[src/rtl/libhdl_pulse_pacer_if.sv]
// Pulse/busy bus between an event source and libhdl_pulse_pacer.
// o_dropCnt exists only when LIBHDL_PULSE_PACER_DROPCNT_EN is defined.
interface libhdl_pulse_pacer_if #(
    parameter int CNT_WIDTH = 8
);
    logic                 i_pulse;
    logic                 i_busy;
    logic                 i_ovfClr;
    logic                 o_pulse;
    logic [CNT_WIDTH-1:0] o_pending;
    logic                 o_idle;
    logic                 o_overflow;
    logic [1:0]           o_dbgState;
`ifdef LIBHDL_PULSE_PACER_DROPCNT_EN
    logic [15:0]          o_dropCnt;
`endif

    // Handshake: each i_pulse-high cycle is one event; the pacer raises
    // o_pulse for one cycle per issue, and only while i_busy was low.
    modport master (
        output i_pulse, i_busy, i_ovfClr,
        input  o_pulse, o_pending, o_idle, o_overflow, o_dbgState
`ifdef LIBHDL_PULSE_PACER_DROPCNT_EN
        , input o_dropCnt
`endif
    );

    modport slave (
        input  i_pulse, i_busy, i_ovfClr,
        output o_pulse, o_pending, o_idle, o_overflow, o_dbgState
`ifdef LIBHDL_PULSE_PACER_DROPCNT_EN
        , output o_dropCnt
`endif
    );
endinterface

[src/rtl/libhdl_pulse_pacer.sv]
// Source-side pacer: counts incoming event pulses and re-issues them one at a time
// while the downstream synchronizer is not busy. Optional drop counter: LIBHDL_PULSE_PACER_DROPCNT_EN.
module libhdl_pulse_pacer #(
    parameter int CNT_WIDTH = 8,
    parameter int HOLDOFF   = 2
) (
    input  logic                  i_clk,
    input  logic                  i_rst,
    libhdl_pulse_pacer_if.slave   s_bus
);
    localparam int HW = (HOLDOFF > 1) ? $clog2(HOLDOFF) : 1;
    localparam logic [HW-1:0]        HOLD_INIT = HW'(HOLDOFF - 1);
    localparam logic [CNT_WIDTH-1:0] CNT_MAX   = '1;

    typedef enum logic [1:0] {
        ST_IDLE = 2'd0,
        ST_HOLD = 2'd1,
        ST_WAIT = 2'd2
    } state_t;

    state_t               r_state;
    logic [HW-1:0]        r_hold;
    logic                 r_pulse;
    logic [CNT_WIDTH-1:0] r_pending;
    logic                 r_overflow;
    logic                 w_issue;
    logic                 w_drop;

    assign w_issue = (r_state == ST_IDLE) && (r_pending != '0) && !s_bus.i_busy;
    // An issue in the same cycle frees a slot, so a full counter only drops without one.
    assign w_drop  = s_bus.i_pulse && !w_issue && (r_pending == CNT_MAX);

    always_ff @(posedge i_clk) begin
        if (i_rst) begin
            r_state    <= ST_IDLE;
            r_hold     <= '0;
            r_pulse    <= 1'b0;
            r_pending  <= '0;
            r_overflow <= 1'b0;
        end else begin
            r_pulse <= 1'b0;
            case (r_state)
                ST_IDLE: begin
                    if (w_issue) begin
                        r_pulse <= 1'b1;
                        r_hold  <= HOLD_INIT;
                        r_state <= ST_HOLD;
                    end
                end
                ST_HOLD: begin
                    // i_busy is ignored here: downstream needs time to raise it.
                    if (r_hold == '0) begin
                        r_state <= ST_WAIT;
                    end else begin
                        r_hold <= r_hold - 1'b1;
                    end
                end
                ST_WAIT: begin
                    if (!s_bus.i_busy) begin
                        r_state <= ST_IDLE;
                    end
                end
                default: r_state <= ST_IDLE;
            endcase

            if (s_bus.i_pulse && !w_issue && !w_drop) begin
                r_pending <= r_pending + 1'b1;
            end else if (!s_bus.i_pulse && w_issue) begin
                r_pending <= r_pending - 1'b1;
            end

            if (w_drop) begin
                r_overflow <= 1'b1;
            end else if (s_bus.i_ovfClr) begin
                r_overflow <= 1'b0;
            end
        end
    end

`ifdef LIBHDL_PULSE_PACER_DROPCNT_EN
    logic [15:0] r_drop_cnt;

    always_ff @(posedge i_clk) begin
        if (i_rst) begin
            r_drop_cnt <= '0;
        end else if (w_drop) begin
            if (s_bus.i_ovfClr) begin
                r_drop_cnt <= 16'd1;
            end else if (r_drop_cnt != 16'hFFFF) begin
                r_drop_cnt <= r_drop_cnt + 16'd1;
            end
        end else if (s_bus.i_ovfClr) begin
            r_drop_cnt <= '0;
        end
    end

    assign s_bus.o_dropCnt = r_drop_cnt;
`endif

    assign s_bus.o_pulse    = r_pulse;
    assign s_bus.o_pending  = r_pending;
    assign s_bus.o_overflow = r_overflow;
    assign s_bus.o_idle     = (r_state == ST_IDLE) && (r_pending == '0);
    assign s_bus.o_dbgState = r_state;
endmodule
[src/flat_wrapper.sv]
// flat-port wrapper written by rule: the top's interface ports become plain ports
module libhdl_pulse_pacer_flat 
#(
    parameter int CNT_WIDTH = 8,
    parameter int HOLDOFF   = 2
)
  (i_clk, i_rst, s_bus_i_pulse, s_bus_i_busy, s_bus_i_ovfClr, s_bus_o_pulse, s_bus_o_pending, s_bus_o_idle, s_bus_o_overflow, s_bus_o_dbgState);
  libhdl_pulse_pacer_if #(.CNT_WIDTH(CNT_WIDTH)) s_bus_i ();
  input  logic i_clk;
  input  logic i_rst;
  input wire logic [$bits(s_bus_i.i_pulse)-1:0] s_bus_i_pulse;
  input wire logic [$bits(s_bus_i.i_busy)-1:0] s_bus_i_busy;
  input wire logic [$bits(s_bus_i.i_ovfClr)-1:0] s_bus_i_ovfClr;
  output wire logic [$bits(s_bus_i.o_pulse)-1:0] s_bus_o_pulse;
  output wire logic [$bits(s_bus_i.o_pending)-1:0] s_bus_o_pending;
  output wire logic [$bits(s_bus_i.o_idle)-1:0] s_bus_o_idle;
  output wire logic [$bits(s_bus_i.o_overflow)-1:0] s_bus_o_overflow;
  output wire logic [$bits(s_bus_i.o_dbgState)-1:0] s_bus_o_dbgState;
  assign s_bus_i.i_pulse = s_bus_i_pulse;
  assign s_bus_i.i_busy = s_bus_i_busy;
  assign s_bus_i.i_ovfClr = s_bus_i_ovfClr;
  assign s_bus_o_pulse = s_bus_i.o_pulse;
  assign s_bus_o_pending = s_bus_i.o_pending;
  assign s_bus_o_idle = s_bus_i.o_idle;
  assign s_bus_o_overflow = s_bus_i.o_overflow;
  assign s_bus_o_dbgState = s_bus_i.o_dbgState;
  libhdl_pulse_pacer #(.CNT_WIDTH(CNT_WIDTH), .HOLDOFF(HOLDOFF)) u_core (.i_clk(i_clk), .i_rst(i_rst), .s_bus(s_bus_i));
endmodule
[config.mk]
export PLATFORM = sky130hd
export DESIGN_NAME = libhdl_pulse_pacer_flat
export DESIGN_NICKNAME = d
export VERILOG_FILES = /design/src/rtl/libhdl_pulse_pacer_if.sv /design/src/rtl/libhdl_pulse_pacer.sv /design/src/flat_wrapper.sv
export SDC_FILE = /design/constraint.sdc
export NUM_CORES = 1
export LEC_CHECK = 0
export CAP_MARGIN = 10
export CORE_ASPECT_RATIO = 0.7
export CORE_MARGIN = 1.5
export CORE_UTILIZATION = 48
export DETAILED_ROUTE_END_ITERATION = 10
export GPL_ROUTABILITY_DRIVEN = 0
export PLACE_DENSITY_LB_ADDON = 0.05
export SLEW_MARGIN = 25
export SYNTH_ARGS = -nofsm -noshare
export SYNTH_HDL_FRONTEND = slang
export SYNTH_SLANG_ARGS = --single-unit
[constraint.sdc]
create_clock -name i_clk -period 3.3 [get_ports i_clk]
set_input_delay 0.495 -clock i_clk [delete_from_list [all_inputs] [get_ports i_clk]]
set_output_delay 0.495 -clock i_clk [all_outputs]
set_load 0.02 [all_outputs]
==> metrics <==
internal reg-to-reg setup slack 280 ps; die height a little under 40 µm; Synth cell types 44; worst-path cell chain nor4_4 > a31oi_4 > nor2_8 > inv_4 > ha_1 > or3b_2 > a22oi_1 > nand3_1 > o21ai_1 > a21o_1 > mux2_1; antenna-violating nets left 0; Finished Layout Cells 145; Routed Wire Length 2.29 mm; post-layout minimum cycle time 3020 ps; # Post-CTS Setup Buffers 0; first-pass GRT wire length roughly 3.7 mm; CTS buffer count 3; Remaining Overflow, GRT 0; syn_area_per_cell 8.78 µm²; Worst-Margin Slew 607 ps; slowest stage delay, CP between 400 and 500 ps; relative slew slack 59.4%; clk_skew roughly 5.9 ps; Reg clk slew, reported paths roughly 90 ps; Antenna Cells 0; initial antenna violation count 0; Final period util 91.5%; Fmax 331 MHz; worst hold endpoint u_core.r_hold$_SDFFE_PP0P_; die area 2160 µm²; synthesized net count 113; final setup TNS 0 ps; Pleak 0.425 nW; Top Ports 18; hold_buf cts 0; Post-Synthesis Cells about 100; Worst Setup Path Type reg -> reg; PostCTS Resize Cnt 0; DR vias/cell approximately 6.0; Seq/Total Area, Yosys 28.8%; Min-Delay Path Depth 2; RSZ-0062 raised after global routing no; Slew Limit Fails 0; Hold Crit Class reg -> reg; setup violators final 0; Worst Setup Start Kind register; First-pass DRT Iterations 4; R2R cell count 11; vias 876; ys flop type dfxtp_1; Skew-Pair Late Insertion Delay 280 ps; fin nets about 140; highest-delay cell along the critical path nor4_4; clock sink count 13; Worst Path Max Fanout 9; #FFs+latches synth 13; Layout Area Growth over Synthesis 24.5%; MaxCap Viol Count 0; origin of the critical flop-to-flop path u_core.s_bus.o_pending[4]$_SDFFE_PP0P_; WP data required 3480 ps; Cells after DPL 141; standard-cell rows 12; Peak VDD IR approximately 0.00047 V; initial core utilization between 50 and 60%; Routed WL per cell 15.8 µm; core area 1680 µm²; post-DP HPWL 1.66 mm; Worst path top cell family by delay simple AND/OR/NAND/NOR gates; CTS root buffer clkbuf_4; outcome complete, no violations; Die Width roughly 55 µm; clock buffer depth 2; fill cell count 153; Worst Setup End Kind register; Yosys Warn Count 0; share of cells above drive strength 1 12.9%; CTS tree yes; Final Util 67.0%; htree depth 1; DRC 0; largest net degree at the start of global routing 17; First DRT Iteration DRCs 36; Port Buffers 17; GRT Resource Usage Total between 20% and 30%; vias in the first global route 763; Mapped Area ~900 µm²; power per cell area 934 nW/µm²; hold_sp u_core.r_hold$_SDFFE_PP0P_; final hold viol count 0; Buf/Inv on CP 1; RR Endpoint u_core.s_bus.o_pending[7]$_SDFFE_PP0P_; async set-reset flop share out of synthesis 0%; crit path DAT 3200 ps; Post-synth EDFFs 0
cells in the final DEF, fill, tap and decap left out, types with 2 or more instances in the layout:
master,count
dfxtp_1,13
nand3b_1,2
buf_4,3
o211ai_1,3
xnor2_1,2
nand3_1,5
a21o_1,2
nor3_1,5
o21a_1,2
clkdlybuf4s50_1,17
xor2_1,3
nand4_1,3
a21oi_1,6
nand2_1,5
inv_1,2
ha_1,5
nor2_1,14
a32oi_1,2
a22oi_1,2
clkbuf_4,3
synthesized netlist by cell type, drive strengths merged (2+ instances only):
master | n | area, µm²
dfxtp | 13 | 260
ha | 5 | 62.6
o21ai | 3 | 18.8
a31oi | 2 | 27.5
a21oi | 6 | 30.0
o211ai | 3 | 22.5
a32oi | 2 | 17.5
inv | 4 | 17.5
nand3b | 2 | 15.0
or3 | 2 | 17.5
nor3 | 5 | 25.0
nand4 | 3 | 18.8
a21o | 2 | 15.0
xnor2 | 2 | 17.5
a22oi | 2 | 15.0
nor2 | 15 | 72.6
buf | 3 | 23.8
xor2 | 3 | 26.3
o21a | 2 | 15.0
nand3 | 5 | 25.0
nand2 | 5 | 18.8
worst register-to-register path, stage by stage (launching register included):
cell	delay, ps
dfxtp_1	390
nor4_4	430
a31oi_4	180
nor2_8	240
inv_4	40
ha_1	280
or3b_2	430
a22oi_1	260
nand3_1	120
o21ai_1	90
a21o_1	140
mux2_1	320
sequential cells by signal (all words and copies together) (netlist names):
| register | flops |
|---|---|
| u_core.r_hold | 1 |
| u_core.s_bus.o_dbgState | 2 |
| u_core.s_bus.o_overflow | 1 |
| u_core.s_bus.o_pending | 8 |
| u_core.s_bus.o_pulse | 1 |
per-layer routing:
| metal | routed length, µm | vias up | share of wire (%) | global-route usage, % |
|---|---|---|---|---|
| li1 | - | 428 | - | - |
| met1 | 1140 | 417 | 50 | 33.9 |
| met2 | 1030 | 31 | 45 | 38.7 |
| met3 | 126 | 0 | 5.5 | 8.40 |
| met4 | 0 | 0 | 0 | 5.63 |
| met5 | 0 | - | 0 | 0 |
how the worst max path moves through the flow:
| stage | startpoint | to | slack [ps] | cells past startpoint |
|---|---|---|---|---|
| floorplan | u_core.s_bus.o_pending[0]$_SDFFE_PP0P_ | u_core.s_bus.o_pending[7]$_SDFFE_PP0P_ | 270 | 11 |
| CTS | u_core.s_bus.o_pending[4]$_SDFFE_PP0P_ | u_core.s_bus.o_pending[7]$_SDFFE_PP0P_ | 310 | 11 |
| finish | u_core.s_bus.o_pending[4]$_SDFFE_PP0P_ | u_core.s_bus.o_pending[7]$_SDFFE_PP0P_ | 280 | 11 |
| global placement | s_bus_i_busy | u_core.s_bus.o_pending[7]$_SDFFE_PP0P_ | 100 | 11 |
| global route | u_core.s_bus.o_pending[4]$_SDFFE_PP0P_ | u_core.s_bus.o_pending[7]$_SDFFE_PP0P_ | 90 | 11 |
| detailed placement | s_bus_i_busy | u_core.s_bus.o_pending[7]$_SDFFE_PP0P_ | 60 | 12 |
through the flow:
stage | total power [W] | hold WS [ps] | cell area (µm²) | worst slack (ps)
6_report | 0.00105 | 477 | 1130 | 280
5_1_grt | 0.00113 | 500 | 1130 | 94.2
4_1_cts | 0.00105 | 479 | 1130 | 307
3_5_place_dp | 0.000940 | 467 | 1100 | 59.8
3_3_place_gp | 0.000920 | 461 | 1100 | 99.2
2_1_floorplan | 0.000740 | 449 | 905 | 274
where the power goes:
group          internal [W]  switching [W]
combinational      0.000309       0.000357
sequential         0.000206      0.0000746
clock             0.0000470      0.0000580
logic make-up (layout without fill, tap and decap cells):
family	after synthesis	after routing	synth area share (%)
fa+ha+maj	5	5	6.92
flops	13	13	28.8
mux	2	2	2.35
xor+xnor	5	5	4.84
simple gates	43	43	27.5
buf+inv	7	28	4.56
compound gates	28	28	25.0
final cells by class:
class / count / area [µm²] / area share [%]
timing repair buffer: 20 / 193 / 17.1
inverter: 4 / 17.5 / 1.56
tap: 21 / 26.3 / 2.33
sequential: 13 / 260 / 23.1
multi-input combinational: 83 / 603 / 53.6
clock buffer: 4 / 26.3 / 2.33
Power figures use the tool's default switching activity.
